==> src/rtl/vout_dpi.sv <==
// DPI raster generator: hsync/vsync/de timing plus a one-word buffer that serialises 4-pixel Y8 words to 24-bit grey.
// Optional test pattern (h^v grey ramp, stream stalled) is built only when VOUT_DPI_TESTPAT_EN is defined.
module vout_dpi #(
  parameter int   H_ACTIVE = 1024,
  parameter int   H_FP     = 16,
  parameter int   H_SYNC   = 32,
  parameter int   H_BP     = 48,
  parameter int   V_ACTIVE = 758,
  parameter int   V_FP     = 3,
  parameter int   V_SYNC   = 6,
  parameter int   V_BP     = 10,
  parameter logic HS_POL   = 1'b0,
  parameter logic VS_POL   = 1'b0
) (
  input  logic        clk,
  input  logic        rst,
  input  logic [31:0] s_pixel,
  input  logic        s_valid,
  output logic        s_ready,
  input  logic        test_en,
  output logic        dpi_hsync,
  output logic        dpi_vsync,
  output logic        dpi_de,
  output logic [23:0] dpi_pixel,
  output logic        frame_start,
  output logic        underflow
);

  localparam int H_TOTAL = H_ACTIVE + H_FP + H_SYNC + H_BP;
  localparam int V_TOTAL = V_ACTIVE + V_FP + V_SYNC + V_BP;
  localparam int HW      = (H_TOTAL > 1) ? $clog2(H_TOTAL) : 1;
  localparam int VW      = (V_TOTAL > 1) ? $clog2(V_TOTAL) : 1;

  logic [HW-1:0] r_h_cnt;
  logic [VW-1:0] r_v_cnt;
  logic [31:0]   r_buf;
  logic          r_buf_valid;
  logic [1:0]    r_idx;

  logic [31:0]   w_h32;
  logic [31:0]   w_v32;
  logic          w_h_end;
  logic          w_v_end;
  logic          w_active;
  logic          w_line_end;
  logic          w_hsync_on;
  logic          w_vsync_on;
  logic          w_first_px;
  logic          w_tp;
  logic          w_accept;
  logic          w_underflow_evt;
  logic [7:0]    w_bytes [4];
  logic [7:0]    w_byte;
  logic [23:0]   w_pix_next;

  assign w_h32 = 32'(r_h_cnt);
  assign w_v32 = 32'(r_v_cnt);

  assign w_h_end    = (w_h32 == 32'(H_TOTAL - 1));
  assign w_v_end    = (w_v32 == 32'(V_TOTAL - 1));
  assign w_active   = (w_h32 < 32'(H_ACTIVE)) && (w_v32 < 32'(V_ACTIVE));
  assign w_line_end = w_active && (w_h32 == 32'(H_ACTIVE - 1));
  assign w_hsync_on = (w_h32 >= 32'(H_ACTIVE + H_FP)) && (w_h32 < 32'(H_ACTIVE + H_FP + H_SYNC));
  assign w_vsync_on = (w_v32 >= 32'(V_ACTIVE + V_FP)) && (w_v32 < 32'(V_ACTIVE + V_FP + V_SYNC));
  assign w_first_px = (w_h32 == 32'd0) && (w_v32 == 32'd0);

  for (genvar gi = 0; gi < 4; gi++) begin : g_byte
    assign w_bytes[gi] = r_buf[8*gi +: 8];
  end
  assign w_byte = w_bytes[r_idx];

`ifdef VOUT_DPI_TESTPAT_EN
  logic [7:0] w_tp_y;
  assign w_tp   = test_en;
  assign w_tp_y = 8'(r_h_cnt) ^ 8'(r_v_cnt);
`else
  logic w_unused_test_en;
  assign w_tp             = 1'b0;
  assign w_unused_test_en = test_en;
`endif

  // Refill is allowed while the last byte of a word is being shown, so a
  // steady stream never leaves a gap at the word boundary.
  assign s_ready         = !rst && !w_tp && (!r_buf_valid || (w_active && r_idx == 2'd3));
  assign w_accept        = s_valid && s_ready;
  assign w_underflow_evt = w_active && !r_buf_valid && !w_tp;

  always_comb begin
    w_pix_next = 24'h000000;
`ifdef VOUT_DPI_TESTPAT_EN
    if (w_tp) begin
      if (w_active) w_pix_next = {3{w_tp_y}};
    end else if (w_active && r_buf_valid) begin
      w_pix_next = {3{w_byte}};
    end
`else
    if (w_active && r_buf_valid) w_pix_next = {3{w_byte}};
`endif
  end

  always_ff @(posedge clk or posedge rst) begin
    if (rst) begin
      r_h_cnt     <= '0;
      r_v_cnt     <= '0;
      r_buf       <= '0;
      r_buf_valid <= 1'b0;
      r_idx       <= 2'd0;
      dpi_de      <= 1'b0;
      dpi_pixel   <= 24'h000000;
      dpi_hsync   <= ~HS_POL;
      dpi_vsync   <= ~VS_POL;
      frame_start <= 1'b0;
      underflow   <= 1'b0;
    end else begin
      r_h_cnt <= w_h_end ? '0 : r_h_cnt + 1'b1;
      if (w_h_end) r_v_cnt <= w_v_end ? '0 : r_v_cnt + 1'b1;

      dpi_de      <= w_active;
      dpi_pixel   <= w_pix_next;
      dpi_hsync   <= w_hsync_on ? HS_POL : ~HS_POL;
      dpi_vsync   <= w_vsync_on ? VS_POL : ~VS_POL;
      frame_start <= w_first_px;
      underflow   <= w_underflow_evt || (underflow && !w_first_px);

      if (w_tp) begin
        r_buf_valid <= 1'b0;
        r_idx       <= 2'd0;
      end else begin
        if (w_active && r_buf_valid) begin
          r_idx <= r_idx + 2'd1;
          if (r_idx == 2'd3) r_buf_valid <= 1'b0;
        end
        // Pixels left over from a partly used word never carry into the next line.
        if (w_line_end) begin
          r_idx       <= 2'd0;
          r_buf_valid <= 1'b0;
        end
        if (w_accept) begin
          r_buf       <= s_pixel;
          r_buf_valid <= 1'b1;
          r_idx       <= 2'd0;
        end
      end
    end
  end

endmodule

==> config.mk <==
export PLATFORM = sky130hd
export DESIGN_NAME = vout_dpi
export DESIGN_NICKNAME = d
export VERILOG_FILES = /design/src/rtl/vout_dpi.sv
export SDC_FILE = /design/constraint.sdc
export NUM_CORES = 1
export LEC_CHECK = 0
export BUFFER_PORTS_ARGS = -buffer_cell sky130_fd_sc_hd__buf_4
export CAP_MARGIN = 0
export CORE_AREA = 3 3 86 88
export CTS_CLUSTER_SIZE = 40
export DETAILED_ROUTE_END_ITERATION = 8
export DIE_AREA = 0 0 89 91
export GPL_ROUTABILITY_DRIVEN = 0
export PLACE_DENSITY = 0.78
export REMOVE_ABC_BUFFERS = 1
export SETUP_SLACK_MARGIN = 0.15
export SLEW_MARGIN = 20
export SYNTH_ARGS = -nofsm -noshare
export SYNTH_HDL_FRONTEND = slang
export SYNTH_SLANG_ARGS = --single-unit
export TNS_END_PERCENT = 5
==> constraint.sdc <==
create_clock -name clk -period 1.8 [get_ports clk]
set_input_delay 0 -clock clk [delete_from_list [all_inputs] [get_ports clk]]
set_output_delay 0 -clock clk [all_outputs]
set_load 0.1 [all_outputs]
# After elaboration in Yosys (flattened, before gate mapping)
# Index checks and enable logic that the tools add are counted.
# totals
out_inout_bits	30
elab_cells	62
register_bits	85
inputBits	36
mem_bits_rw	0
memories	0
latch_bits	0
romBits	0
# classes
multipliers	0
reduce_logical	21
n_eq_ne	4
add_sub_neg	3
shifts	0
n_lt_le_gt_ge	7
div_mod_pow	0
muxes	15
n_bitwise	1
# op_table
cell	count
32-bit zero test	2
24-bit two-way mux	1
11-bit < comparator, second input constant	2
10-bit < comparator, second input constant	2
8-bit binary-select mux with 2-bit select	1
8-bit two-way mux	2
11-bit by 1-bit adder with 11-bit output, second input constant	1
11-bit by 10-bit equality test with 1-bit output, second input constant	1
11-bit equality test, second input constant	1
11-bit >= comparator, second input constant	1
1-bit logical AND	11
11-bit two-way mux	1
10-bit by 1-bit adder with 10-bit output, second input constant	1
10-bit equality test, second input constant	1
10-bit >= comparator, second input constant	1
10-bit two-way mux	1
1-bit two-way mux	6
2-bit two-way mux	3
3-bit nonzero test	2
3-bit >= comparator, second input constant	1
1-bit zero test	3
2-bit NOT with 3-bit output	1
2-bit by 1-bit adder with 2-bit output, second input constant	1
2-bit equality test, second input constant	1
other kinds (2)	3

# Logic depth before layout (Yosys ltp)
# Gate-level depths: netlist (run 1).
# logic_depth
depth_word	8
mapped_depth	6

# Least setup slack after synthesis (run 1)
# OpenSTA, ideal clock, no wires.
# synth_path
path_kind	input -> register
from	input port rst
to	register r_buf[13]
stages	5
setup_slack_ps	-915
arrival_ps	2590
setup_time_ps	125
cell_sequence	inv_1 > nand2_1 > a21oi_4 > buf_6 > mux2_2
# synth_via
elab_chain_cells	3
# synth_lines
item	line_no	text
start, declared	16	input logic rst,
1-bit zero test (no line)	n/a	
1-bit logical AND	84	assign s_ready = !rst && !w_tp && (!r_buf_valid || (w_active && r_idx == 2'd3));
1-bit logical AND	85	assign w_accept = s_valid && s_ready;
end signal, assigned	139	r_buf <= s_pixel;
end, declared	36	logic [31:0] r_buf;
# Every way passes these cells.
# A chain may end at the register's enable or synchronous reset.

# Worst setup path after layout (run 1)
# layout_path
from	register r_h_cnt[7]
to	register r_v_cnt[5]
# layout_via
elab_chain_cells	1
# layout_lines
item	line_no	text
start, declared	34	logic [HW-1:0] r_h_cnt;
start signal, assigned	115	r_h_cnt <= w_h_end ? '0 : r_h_cnt + 1'b1;
11-bit equality test	59	assign w_h_end = (w_h32 == 32'(H_TOTAL - 1));
end signal, assigned	116	if (w_h_end) r_v_cnt <= w_v_end ? '0 : r_v_cnt + 1'b1;
end, declared	35	logic [VW-1:0] r_v_cnt;
# Every way passes these cells.

==> results.sh, run 1 <==
export IMPL_outcome="complete, no violations"
export IMPL_syn_inst=265
export IMPL_port_buffers=64
export IMPL_drt_iter0_markers=164
export IMPL_p_leak_nw=2.29
export IMPL_p_per_area_mw_per_mm2=1640
export IMPL_start_kind="flip-flop"
export IMPL_tightest_slew_ns=0.849
export IMPL_multi_input_area_mm2=0.00157
export IMPL_clk_pin_slew_ns=0.08
export IMPL_synth_area_mm2=0.00334
export IMPL_p_int_mw=4.44
export IMPL_fin_crit_sh_pct=99.5
export IMPL_viasPerCell=5.49
export IMPL_crit_type="reg2reg"
export IMPL_grtUsageTotal_pct=20.8
export IMPL_dieWidth_um=89
export IMPL_grt_pass1_wl_um=12900
export IMPL_synth_distinct_cells=45
export IMPL_cts_max_level=3
export IMPL_slew_headroom_pct=43.4
export IMPL_antenna_found_initial=0
export IMPL_numCtsBuffers=9
export IMPL_hold_path_class="in2reg"
export IMPL_synthFlopType="dfrtp_1"
export IMPL_clockBufferDepth=2
export IMPL_start_util_pct=49.8
export IMPL_synth_edf_count=0
export IMPL_yosys_area_top_type="dfrtp_1"
export IMPL_drive_gt1_share_pct=46.4
export IMPL_finalHoldViolCount=0
export IMPL_critPathRequiredTime_ns=2.06
export IMPL_io_pins=66
export IMPL_cp_arrival_ns=2.05
export IMPL_synth_warnings=0
export IMPL_p_clk_share_pct=19.3
export IMPL_coreArea_mm2=0.00672
export IMPL_final_core_util_pct=71.8
export IMPL_grt_ovfl_total=0
export IMPL_drv_slew=0
export IMPL_synth_top_area_share_pct=50.1
export IMPL_seqPwrFrac_pct=29.9
export IMPL_cts_num_sinks=69
export IMPL_antenna_left=0
export IMPL_vdd_drop_max_mv=0.652
export IMPL_finClkSkew_ns=0.0116
export IMPL_fp_dieH_um=91
export IMPL_seq_area_mm2=0.00173
export IMPL_syn_to_final_growth_pct=44.3
export IMPL_setup_viol=0
export IMPL_seq_area_frac_synth_pct=51.7
export IMPL_firstDrtPassIters=4
export IMPL_avgRoutedWirePerCell_um=18.7
export IMPL_cts_tree="yes"
export IMPL_hpwl_um=4960
export IMPL_grt_pass1_vias=2698
export IMPL_fp_dieArea_mm2=0.00810
export IMPL_avgSynthCellArea_um2=12.6
export IMPL_switchingPower_mw=3.48
export IMPL_synth_async_sr_flop_share_pct=100
export IMPL_fill_cells=402
export IMPL_pre_cts_ws_ns=-0.0406
export IMPL_p_comb_share_pct=50.8
export IMPL_insertion_delay_ns=0.35
export IMPL_end_kind="flip-flop"
export IMPL_insertedDiodeCount=0
export IMPL_synth_area_leaders="dfrtp_1, mux2_2, mux4_2"
export IMPL_sw_frac_of_total_pct=44.0
export IMPL_drc=0
export IMPL_layout_min_cycle_time_ns=1.79
export IMPL_dr_total_vias=2569
export IMPL_totalWireLength_um=8740
export IMPL_root_buffer="clkbuf_8"
export IMPL_nNetsFinal=426
export IMPL_ys_ff_latch=69
export IMPL_num_rows=30
export IMPL_grt_setup_unrepaired="yes"
export IMPL_crit_fanout=6
export IMPL_setup_ws_ns=0.00837
export IMPL_grt_max_degree=70
export IMPL_cap_violations=0
export IMPL_fmax_ghz=0.558
-- registers in the layout (all words and copies together), names as in the netlist --
signal	flops
dpi_de	1
r_v_cnt	10
dpi_hsync	1
r_buf	32
dpi_vsync	1
r_idx	2
r_buf_valid	1
dpi_pixel	8
frame_start	1
underflow	1
r_h_cnt	11
-- final cells by class --
type,count,share of cell area (%)
clock inverters,6,2.31
clock buffers,10,2.65
multi-input cells,158,32.6
well taps,80,2.07
flip-flops and latches,69,35.9
inverters,10,0.778
repair buffers,135,23.7
-- what timing repair did --
item	in CTS	in global routing
setup buffers	1	3
endpoints found under the setup margin	42	61
gates resized for setup	5	50
hold buffers	34	0
pin swaps	0	13
gates cloned	0	0
hold endpoints to repair	77	0
-- final timing paths --
kind,cells after the start,end,slack [ns],from
worst min register to register,1,r_buf[10],0.51,r_buf[10]
worst max-delay path,4,r_v_cnt[5],0.008,r_h_cnt[7]
worst max register to register,4,r_v_cnt[5],0.008,r_h_cnt[7]
max in group asynchronous,4,r_v_cnt[7],0.68,rst
min in group asynchronous,4,r_h_cnt[4],0.52,rst
worst min-delay path,3,r_buf[27],0.42,s_pixel[27]
-- cells in the mapped netlist, types with 2 or more instances --
cell type / instances
buf_4: 17
nand4_1: 7
buf_2: 2
nor2b_1: 2
or3_1: 2
nor2_1: 9
mux4_2: 8
nor4_1: 3
a31oi_1: 3
nor3_1: 2
xor2_1: 7
o22ai_1: 2
mux2_4: 5
ha_1: 7
o21ai_0: 6
nor3_2: 2
buf_1: 2
clkbuf_1: 3
a21oi_1: 6
mux2_2: 27
xnor2_1: 5
dfstp_2: 2
inv_1: 10
a21o_1: 2
dfrtp_1: 67
nand3_1: 12
and4_1: 3
o31ai_1: 2
buf_6: 3
and3_1: 12
nand2_1: 10
nand3b_1: 2
-- worst max-delay path, stage by stage, from the launching register on --
cell,delay (ns)
dfrtp_1,0.39
or3_4,0.40
or3_4,0.37
or3b_1,0.40
mux2i_1,0.15
-- placed cells by master (no fill, tap or decap), types with 2 or more instances in the layout --
master         count
or3_4              2
buf_6              2
inv_1              8
xor2_1             7
nand4_1            7
dfstp_2            2
nor3_4             2
clkbuf_8           9
o21ai_0            4
inv_2              2
buf_4             96
dlygate4sd3_1     34
a21oi_2            3
dfrtp_1           66
a21oi_4            2
mux4_2             8
xnor2_1            5
o22ai_1            2
a31oi_1            3
and3_1            11
bufinv_16          3
and4_1             3
nor3_1             2
buf_12             3
a21oi_1            2
nand3b_1           2
a21o_1             2
nor2_1             9
ha_1               6
nor4_2             2
mux2_4            32
nand3_1           12
nand2_1            9
-- per-layer routing --
metal  GRT usage, %  share of wire [%]
met1           24.3                 40
met2           36.3                 53
met3           4.81                4.8
met4           7.57                2.0
met5              0                  0
-- power groups by stage --
| stage | Combinational, mW | Clock (mW) | Sequential, mW |
|---|---|---|---|
| 6_report | 4.02 | 1.53 | 2.37 |
| 5_1_grt | 4.17 | 1.62 | 2.42 |
| 4_1_cts | 3.71 | 1.53 | 2.31 |
| 3_5_place_dp | 3.63 | 0 | 2.33 |
| 3_3_place_gp | 3.58 | 0 | 2.30 |
| 2_1_floorplan | 1.05 | 0 | 4.06 |
-- kinds of logic after synthesis --
family	Yosys count	synth area share (%)
xor+xnor	12	3.14
buf+inv	38	6.96
mux	41	17.0
fa+ha+maj	7	2.62
compound gates	26	5.65
flops	69	51.7
simple gates	72	12.9
-- through the flow --
stage	hold WS [ns]	TNS (ns)	power, mW	instances	instance area, um^2
2_1_floorplan	0.148	-48.79	5.11	237	3150
3_5_place_dp	0.237	-0.0406	5.96	414	4000
3_3_place_gp	0.233	0	5.88	414	4000
4_1_cts	0.417	0	7.55	465	4610
5_1_grt	0.414	-0.109	8.21	468	4820
6_report	0.422	0	7.92	468	4820
(Power assumes the default switching activity.)
==> run 2, diff against run 1 <==
RECOVER_POWER = 100   (was default)
==> run 2 against run 1 <==
Net effect:
- clock-buffer cell count stayed put
- critical path type unchanged
- via count is 0.16% higher
- clock power hardly changed
- non-clock buffer count stayed put
- flip-flop and latch count stayed put
- global-route usage stayed put
- highest routed layer unchanged
- register-to-register slack hardly changed
- sequential share of layout area is 0.73 points higher
==> results.sh, run 2 (synthesis results as in run 1) <==
export IMPL_outcome="complete, no violations"
export IMPL_end_kind="flip-flop"
export IMPL_coreArea_mm2=0.00672
export IMPL_num_rows=30
export IMPL_whs_ns=0.426
export IMPL_reg2reg_from="r_h_cnt[7]"
export IMPL_layout_commonest_cell="dfrtp_1"
export IMPL_start_util_pct=49.8
export IMPL_clk_pin_slew_ns=0.08
export IMPL_place_inst=414
export IMPL_reg2reg_to="r_v_cnt[5]"
export IMPL_fill_cells=436
export IMPL_grt_ovfl_total=0
export IMPL_numCtsBuffers=9
export IMPL_tightest_slew_ns=0.925
export IMPL_finClkSkew_ns=0.0115
export IMPL_clockBufferDepth=2
export IMPL_grt_pass1_wl_um=12900
export IMPL_hold_path_depth=3
export IMPL_place_area_mm2=0.00400
export IMPL_dieWidth_um=89
export IMPL_crit_type="reg2reg"
export IMPL_totalWireLength_um=8680
export IMPL_fmax_ghz=0.561
export IMPL_nNetsFinal=426
export IMPL_finalHoldViolCount=0
export IMPL_critPathRequiredTime_ns=2.06
export IMPL_crit_fanout=6
export IMPL_grt_max_degree=70
export IMPL_p_per_area_mw_per_mm2=1640
export IMPL_drt_iter0_markers=124
export IMPL_regMostFlops="r_buf"
export IMPL_fp_dieArea_mm2=0.00810
export IMPL_p_total_mw=7.76
export IMPL_hpwl_um=4960
export IMPL_avgRoutedWirePerCell_um=18.5
export IMPL_fin_area_mm2=0.00473
export IMPL_syn_to_final_growth_pct=41.4
export IMPL_critPathBufInv=0
export IMPL_layout_min_cycle_time_ns=1.78
export IMPL_root_buffer="clkbuf_8"
export IMPL_setup_tns_ns=0
export IMPL_slowest_delay_ns=0.40
export IMPL_final_cells=468
export IMPL_slowest_stage="or3_4"
export IMPL_reg2reg_depth=4
export IMPL_viasPerCell=5.50
export IMPL_crit_chain="or3_4, or3_4, or3b_1, mux2i_1"
export IMPL_insertedDiodeCount=0
export IMPL_crit_path_frequent_cell="or3_4"
export IMPL_cap_violations=0
export IMPL_drive_gt1_share_pct=44.3
export IMPL_insertion_delay_ns=0.34
export IMPL_fp_dieH_um=91
export IMPL_cts_tree="yes"
export IMPL_slew_headroom_pct=38.3
export IMPL_cts_max_level=3
export IMPL_cts_num_sinks=69
export IMPL_hold_path_class="in2reg"
export IMPL_min_from="s_pixel[27]"
export IMPL_dr_total_vias=2573
export IMPL_antenna_left=0
export IMPL_rrSetupSlack_ns=0.02
export IMPL_fin_crit_sh_pct=99.0
export IMPL_cp_arrival_ns=2.04
export IMPL_layout_common_cells="dfrtp_1, buf_4, dlygate4sd3_1"
export IMPL_grtUsageTotal_pct=20.8
export IMPL_top_regs="r_buf: 32 flops, r_h_cnt: 11 flops, r_v_cnt: 10 flops"
export IMPL_io_pins=66
export IMPL_vdd_drop_max_mv=0.610
export IMPL_p_leak_nw=2.25
export IMPL_antenna_found_initial=0
export IMPL_grt_setup_unrepaired="yes"
export IMPL_grt_pass1_vias=2698
export IMPL_min_to="r_buf[27]"
export IMPL_largest_reg_flops=32
export IMPL_cp_top_family="simple AND/OR/NAND/NOR gates"
export IMPL_setup_viol=0
export IMPL_port_buffers=64
export IMPL_start_kind="flip-flop"
export IMPL_drv_slew=0
export IMPL_firstDrtPassIters=4
export IMPL_drc=0
==> run 2: stage by stage <==
stage	util (%)	worst slack [ns]
final	70.4	0.0182
after global placement	59.6	0.0512
after CTS	68.6	0.00724
after floorplan	-	-1.24
after detailed placement	59.6	-0.0406
after global routing	70.4	-0.100
==> run 2: worst register-to-register path, cell delays in order, from the launching register on <==
cell,delay [ns]
dfrtp_1,0.38
or3_4,0.40
or3_4,0.37
or3b_1,0.40
mux2i_1,0.15
==> run 2: worst max-delay path by stage <==
stage               depth (start not counted)  slack [ns]    endpoint        from
floorplan                                   4       -1.24    r_buf[0]         rst
global placement                            4        0.05  r_v_cnt[5]  r_h_cnt[7]
detailed placement                          4       -0.04  r_v_cnt[5]  r_h_cnt[7]
CTS                                         4       0.007  r_v_cnt[5]  r_h_cnt[7]
global route                                5       -0.10    r_idx[0]  r_h_cnt[4]
finish                                      4        0.02  r_v_cnt[5]  r_h_cnt[7]
==> run 2: power by group <==
| group | internal [mW] | switching [mW] |
|---|---|---|
| Sequential | 2.04 | 0.319 |
| Combinational | 1.33 | 2.55 |
| Clock | 0.921 | 0.606 |
==> run 2: cell type report <==
class | instances | area, um^2 | area share (%)
Clock inverter | 6 | 111 | 2.36
Multi-Input combinational cell | 158 | 1570 | 33.1
Sequential cell | 69 | 1730 | 36.6
Tap cell | 80 | 100 | 2.12
Timing Repair Buffer | 135 | 1060 | 22.3
Clock buffer | 10 | 128 | 2.70
Inverter | 10 | 37.5 | 0.794
==> run 2: metal layers <==
metal / global-route usage, % / up-vias / share of wire [%]
li1: - / 1177 / -
met1: 24.3 / 1297 / 40
met2: 36.3 / 83 / 53
met3: 4.81 / 16 / 4.9
met4: 7.57 / 0 / 1.9
met5: 0 / - / 0
==> run 2: repair_timing <==
action | 4_1_cts | 5_1_grt
hold buffers | 34 | 0
pin swaps | 0 | 13
setup buffers | 1 | 3
hold endpoints to repair | 77 | 0
resized for setup | 5 | 50
endpoints found under the setup margin | 42 | 61
